<file path="src/rtl/cfg_chain_pkg.sv">
// ---------------------------------------------------------------------------
// cfg_chain_pkg
// Shared definitions for the word-wide configuration chain:
//   - FSM state encoding (2-bit, only IDLE and LOAD are used)
//   - header field positions
//   - helpers deriving beat count and chunk width from the node parameters
// ---------------------------------------------------------------------------
package cfg_chain_pkg;

    typedef enum logic [1:0] {
        ST_IDLE = 2'd0,
        ST_LOAD = 2'd1
    } state_t;

    // Target ID occupies the low bits of a header word
    localparam int HDR_ID_LSB = 0;

    // Broadcast flag sits immediately above the target ID
    function automatic int hdr_bcast_bit(input int id_width);
        return id_width;
    endfunction

    // Payload beats needed to cover every cfg bit
    function automatic int calc_num_beats(input int cfg_size, input int word_w);
        return (cfg_size + word_w - 1) / word_w;
    endfunction

    // Bits written to cfg by one commit
    function automatic int calc_chunk_w(input int chunk_beats, input int word_w);
        return chunk_beats * word_w;
    endfunction

endpackage

</file>
<file path="src/rtl/cfg_chain_fwd.sv">
// ---------------------------------------------------------------------------
// cfg_chain_fwd
// One-stage forward register toward the next node in the chain.
// Ports:
//   clk, rst              clock, synchronous active-high reset
//   in_start/word/valid   beat seen by this node
//   suppress              drop this beat (stream consumed by this node)
//   out_start/word/valid  registered beat for the downstream node
// ---------------------------------------------------------------------------
module cfg_chain_fwd #(
    parameter int WORD_W = 8
) (
    input  logic              clk,
    input  logic              rst,
    input  logic              in_start,
    input  logic [WORD_W-1:0] in_word,
    input  logic              in_valid,
    input  logic              suppress,
    output logic              out_start,
    output logic [WORD_W-1:0] out_word,
    output logic              out_valid
);

    // Suppressed beats leave the chain as an empty cycle with a zero word
    always_ff @(posedge clk) begin
        if (rst) begin
            out_start <= 1'b0;
            out_word  <= '0;
            out_valid <= 1'b0;
        end else begin
            out_start <= in_start && !suppress;
            out_word  <= suppress ? '0 : in_word;
            out_valid <= in_valid && !suppress;
        end
    end

endmodule

</file>
<file path="src/rtl/cfg_chain_node.sv">
// ---------------------------------------------------------------------------
// cfg_chain_node
// Daisy-chained configuration node. Consumes header-addressed or broadcast
// word streams, stages payload beats and commits them chunk-wise into cfg;
// streams it does not consume exclusively are forwarded with 1-cycle latency.
// Ports:
//   clk, rst                                clock, synchronous active-high reset
//   cfg_in_start/word/valid                 incoming stream (no backpressure)
//   cfg_out_start/word/valid                forwarded stream
//   cfg_commit, cfg_done, cfg_err           1-cycle event pulses
//   cfg_busy                                high while loading
//   cfg                                     configuration bits
// ---------------------------------------------------------------------------
module cfg_chain_node
    import cfg_chain_pkg::*;
#(
    parameter int CFG_SIZE    = 40,
    parameter int WORD_W      = 8,
    parameter int CHUNK_BEATS = 2,
    parameter int ID_WIDTH    = 3,
    parameter int ID          = 0
) (
    input  logic                clk,
    input  logic                rst,
    input  logic                cfg_in_start,
    input  logic [WORD_W-1:0]   cfg_in_word,
    input  logic                cfg_in_valid,
    output logic                cfg_out_start,
    output logic [WORD_W-1:0]   cfg_out_word,
    output logic                cfg_out_valid,
    output logic                cfg_commit,
    output logic                cfg_done,
    output logic                cfg_err,
    output logic                cfg_busy,
    output logic [CFG_SIZE-1:0] cfg
);

    localparam int NUM_BEATS = calc_num_beats(CFG_SIZE, WORD_W);
    localparam int CHUNK_W   = calc_chunk_w(CHUNK_BEATS, WORD_W);
    localparam int BCAST_BIT = hdr_bcast_bit(ID_WIDTH);
    localparam int CNT_W     = (NUM_BEATS > 1) ? $clog2(NUM_BEATS) : 1;
    localparam logic [ID_WIDTH-1:0] MY_ID = ID_WIDTH'(ID);

    state_t              state;
    logic [CNT_W-1:0]    beat_cnt;
    logic [CHUNK_W-1:0]  staging;
    logic                bcast;

    logic                hdr_beat;
    logic                data_beat;
    logic                hdr_bcast;
    logic [ID_WIDTH-1:0] hdr_target;
    logic                hdr_match;
    logic                hdr_direct;
    logic                in_load;
    logic                last_beat;
    logic                commit_en;
    logic                suppress;
    logic [CHUNK_W-1:0]  commit_data;
    int                  beat_idx;
    int                  beat_pos;
    int                  chunk_idx;

    // Header decode, beat position and the staging image that includes the
    // current beat. A chunk always lands at the same place in cfg, so beats
    // are placed by their slot in the chunk rather than shifted; this keeps a
    // short final chunk aligned to its low bits.
    always_comb begin
        hdr_beat   = cfg_in_valid && cfg_in_start;
        data_beat  = cfg_in_valid && !cfg_in_start;
        hdr_bcast  = cfg_in_word[BCAST_BIT];
        hdr_target = cfg_in_word[HDR_ID_LSB +: ID_WIDTH];
        hdr_match  = hdr_beat && (hdr_bcast || (hdr_target == MY_ID));
        hdr_direct = hdr_beat && !hdr_bcast && (hdr_target == MY_ID);
        in_load    = (state == ST_LOAD);

        beat_idx   = int'(beat_cnt);
        beat_pos   = beat_idx % CHUNK_BEATS;
        chunk_idx  = beat_idx / CHUNK_BEATS;
        last_beat  = (beat_idx == NUM_BEATS - 1);
        commit_en  = in_load && data_beat &&
                     ((beat_pos == CHUNK_BEATS - 1) || last_beat);

        commit_data = staging;
        for (int p = 0; p < CHUNK_BEATS; p++) begin
            if (p == beat_pos) begin
                commit_data[p*WORD_W +: WORD_W] = cfg_in_word;
            end
        end

        // Header beats decide on themselves; later beats follow the stream
        suppress = hdr_beat ? hdr_direct : (in_load && !bcast);
    end

    // Load FSM: counts payload beats, commits chunks, raises event pulses.
    // A new header during LOAD drops uncommitted beats but keeps cfg, then
    // is decoded as a fresh header on the same edge.
    always_ff @(posedge clk) begin
        if (rst) begin
            state      <= ST_IDLE;
            beat_cnt   <= '0;
            staging    <= '0;
            bcast      <= 1'b0;
            cfg        <= '0;
            cfg_commit <= 1'b0;
            cfg_done   <= 1'b0;
            cfg_err    <= 1'b0;
            cfg_busy   <= 1'b0;
        end else begin
            cfg_commit <= 1'b0;
            cfg_done   <= 1'b0;
            cfg_err    <= 1'b0;
            case (state)
                ST_LOAD: begin
                    if (hdr_beat) begin
                        cfg_err  <= 1'b1;
                        staging  <= '0;
                        beat_cnt <= '0;
                        bcast    <= hdr_bcast;
                        state    <= hdr_match ? ST_LOAD : ST_IDLE;
                        cfg_busy <= hdr_match;
                    end else if (data_beat) begin
                        if (commit_en) begin
                            for (int j = 0; j < CFG_SIZE; j++) begin
                                if ((j / CHUNK_W) == chunk_idx) begin
                                    cfg[j] <= commit_data[j % CHUNK_W];
                                end
                            end
                            cfg_commit <= 1'b1;
                            staging    <= '0;
                        end else begin
                            staging <= commit_data;
                        end
                        if (last_beat) begin
                            cfg_done <= 1'b1;
                            state    <= ST_IDLE;
                            cfg_busy <= 1'b0;
                            beat_cnt <= '0;
                        end else begin
                            beat_cnt <= beat_cnt + CNT_W'(1);
                        end
                    end
                end
                default: begin
                    beat_cnt <= '0;
                    staging  <= '0;
                    if (hdr_match) begin
                        state    <= ST_LOAD;
                        bcast    <= hdr_bcast;
                        cfg_busy <= 1'b1;
                    end else begin
                        state    <= ST_IDLE;
                        cfg_busy <= 1'b0;
                    end
                end
            endcase
        end
    end

    cfg_chain_fwd #(
        .WORD_W (WORD_W)
    ) u_fwd (
        .clk       (clk),
        .rst       (rst),
        .in_start  (cfg_in_start),
        .in_word   (cfg_in_word),
        .in_valid  (cfg_in_valid),
        .suppress  (suppress),
        .out_start (cfg_out_start),
        .out_word  (cfg_out_word),
        .out_valid (cfg_out_valid)
    );

endmodule

</file>
<file path="config.mk">
export PLATFORM = sky130hd
export DESIGN_NAME = cfg_chain_node
export DESIGN_NICKNAME = d
export VERILOG_FILES = /design/src/rtl/cfg_chain_pkg.sv /design/src/rtl/cfg_chain_fwd.sv /design/src/rtl/cfg_chain_node.sv
export SDC_FILE = /design/constraint.sdc
export NUM_CORES = 1
export LEC_CHECK = 0
export CAP_MARGIN = 15
export CORE_MARGIN = 1.5
export CORE_UTILIZATION = 30
export CTS_CLUSTER_DIAMETER = 30
export DETAILED_ROUTE_END_ITERATION = 16
export GPL_TIMING_DRIVEN = 1
export PLACE_DENSITY_LB_ADDON = 0.12
export SLEW_MARGIN = 10
export SYNTH_ARGS = -nofsm -noshare
export SYNTH_HDL_FRONTEND = slang
export SYNTH_HIERARCHICAL = 1
export SYNTH_SLANG_ARGS = --single-unit
</file>
<file path="constraint.sdc">
create_clock -name clk -period 1.9 [get_ports clk]
set_input_delay 0.475 -clock clk [delete_from_list [all_inputs] [get_ports clk]]
set_output_delay 0.475 -clock clk [all_outputs]
set_load 0.01 [all_outputs]
</file>
==> flow_summary.toml <==
[global_routing]
grt_pass1_vias = 2241
grt.total_usage_pct = 13.3
grt_max_degree = 68
grt_pass1_wl_um = 11600
grt_overflow = 0
antenna_found_initial = 0

[critical_path]
rr_endpoint = "cfg[37]$_SDFFE_PP0P_"
slowest_delay_ns = 0.58
crit_start = "cfg_busy$_SDFFE_PP0P_"
critPathKind = "reg2out"
cpLargestDelayFamily = "buffers and inverters"
rrSetupSlack_ns = 0.19
end_kind = "primary output"
crit_cells = 1
crit_buf_inv = 1
crit_chain = "clkdlybuf4s50_1"
reg2reg_depth = 6
worstPathArrival_ns = 1.34
worst_ep_required_time_ns = 1.42
cp_max_fo = 6
cp-start-kind = "register"
slowest_stage = "clkdlybuf4s50_1"
crit-reg2reg-launch = "beat_cnt[0]$_SDFFE_PP0N_"
worstSetupEndpoint = "cfg_busy"

[cts]
clockBufferDepth = 2
clkSinkCount = 74
cts.repair.resized = 0
clkLatencyLatePin_ns = 0.34
numCtsBuffers = 9
ctsRootBufferMaster = "clkbuf_8"
cts_tree = "yes"
htreeDepth = 3
postCtsHoldBufs = 0
postCtsSetupRepairBufs = 0
clk_pin_slew_worst_paths_ns = 0.08

[sta]
setup_ws_ns = 0.0828
hold_viol = 0
fin_skew_ns = 0.00709
rsz0062_at_grt = "no"
slew_viol_final = 0
period_share_pct = 95.6
worst_pin_slew_ns = 0.587
fmax_mhz = 550
relSlewSlack_pct = 60.9
finalCriticalPeriod_ns = 1.82
setup_viol = 0

[placement]
finalWeightedCongestion = 0.748
place_area_um2 = 4030
hpwl_um = 4830
dp_slack_ns = -0.177
port_buffers = 65
dp.cells = 499

[layout]
drive_above_1_share_pct = 17.2
final_cells = 515
post-route-util_pct = 41.8
fill_cells = 981
final_cell_area_um2 = 4280
diodes = 0
final_common_cell = "dfxtp_1"
fin_nets = 388
final_cell_mix = "dfxtp_1, mux2i_1, clkdlybuf4s50_1, nand2b_1"
syn2layout_area_growth_pct = 36.8

[synth]
syn_nets = 313
synthArstFlopShare_pct = 0
syn_area_um2 = 3120
avgSynthCellArea_um2 = 10.4
ys_warn_count = 6
ys_seq_area_share_pct = 47.4
synthCells = 299
ys.flop_type = "dfxtp_1"
ys_types = 27
synth_seq_cells = 74
synth-edff-count = 0

[detailed_routing]
post_drt_wl_per_cell_um = 13.7
drt_first_pass_iters = 4
vias_per_cell = 4.42
drt-initial-drc-count = 61
drc = 0
ant_nets = 0
drt-total-wl_um = 7070
num_vias = 2276

[power]
total_leakage_power_nw = 1.78
pwr_density_cell_nw_per_um2 = 772
peakVddDrop_v = 0.000384
p_total_mw = 3.30

[hold_path]
holdCritPathClass = "in2reg"

[die]
die_width_um = 105
die_h_um = 105
coreArea_um2 = 10200
io_pins = 66
initial_core_util_pct = 30.5
row_count = 37
die_area_um2 = 11000

[status]
status = "completed"

[job]
drv_cap = 0
[stage by stage]
step | hold slack [ns] | TNS [ns]
2_1_floorplan | 0.453 | 0
3_3_place_gp | 0.459 | -6.98
3_5_place_dp | 0.466 | -7.69
4_1_cts | 0.400 | 0
5_1_grt | 0.424 | 0
6_report | 0.410 | 0
[kinds of logic (layout without fill, tap and decap cells)]
kind of cell	Yosys count	after routing	synth area share, %
buffers and inverters	23	103	4.20
and+or+nand+nor	109	109	22.1
AOI/OAI and AO/OA	26	26	4.69
muxes	65	65	20.8
adders and majority gates	2	2	0.801
DFF	74	74	47.4
[where the power goes]
group	internal, mW	total [mW]	switching, mW
sequential	1.57	1.57	0.00683
clock	0.913	1.51	0.601
combinational	0.111	0.214	0.103
total	2.59	3.30	0.710
[flip-flops by register name (all words and copies together), names as in the netlist]
signal / count
cfg: 40
u_fwd/out_start: 1
cfg_commit: 1
cfg_busy: 1
staging: 16
cfg_done: 1
u_fwd/out_valid: 1
beat_cnt: 3
bcast: 1
cfg_err: 1
u_fwd/out_word: 8
[final cells by class]
| cell class | count | area (um^2) | area share, % |
|---|---|---|---|
| clock buffers | 10 | 138 | 3.22 |
| repair buffers | 84 | 851 | 19.9 |
| flip-flops and latches | 74 | 1480 | 34.7 |
| well taps | 136 | 170 | 3.98 |
| clock inverters | 6 | 113 | 2.63 |
| inverters | 3 | 11.3 | 0.263 |
| multi-input cells | 202 | 1510 | 35.4 |
[metal layers]
layer  part of all wire, %  global-route usage, %
met5                     0                      0
met4                   1.3                   4.40
met2                    40                   18.3
met1                    53                   19.5
met3                   5.2                   4.12
[worst min path at each step]
stage                                        from                       to  slack (ns)  depth (start not counted)
after global routing                          rst    cfg_busy$_SDFFE_PP0P_        0.42                          2
after floorplan           staging[0]$_SDFFE_PP0N_  staging[0]$_SDFFE_PP0N_        0.45                          2
after detailed placement  staging[4]$_SDFFE_PP0N_  staging[4]$_SDFFE_PP0N_        0.47                          2
after CTS                                     rst    cfg_busy$_SDFFE_PP0P_        0.40                          2
final                                         rst    cfg_busy$_SDFFE_PP0P_        0.41                          2
after global placement    staging[3]$_SDFFE_PP0N_  staging[3]$_SDFFE_PP0N_        0.46                          2
[synth_stat cells, drive strengths merged (9+ instances only)]
cell | count | area [um^2]
dfxtp | 74 | 1480
mux2i | 65 | 651
nand2b | 42 | 263
nor2 | 16 | 60.1
or2 | 16 | 100
a21oi | 12 | 60.1
nand2 | 12 | 45.0
nor3b | 11 | 138
buf | 10 | 82.6
clkbuf | 10 | 37.5
o21ai | 9 | 45.0
Power figures use the tool's default switching activity.
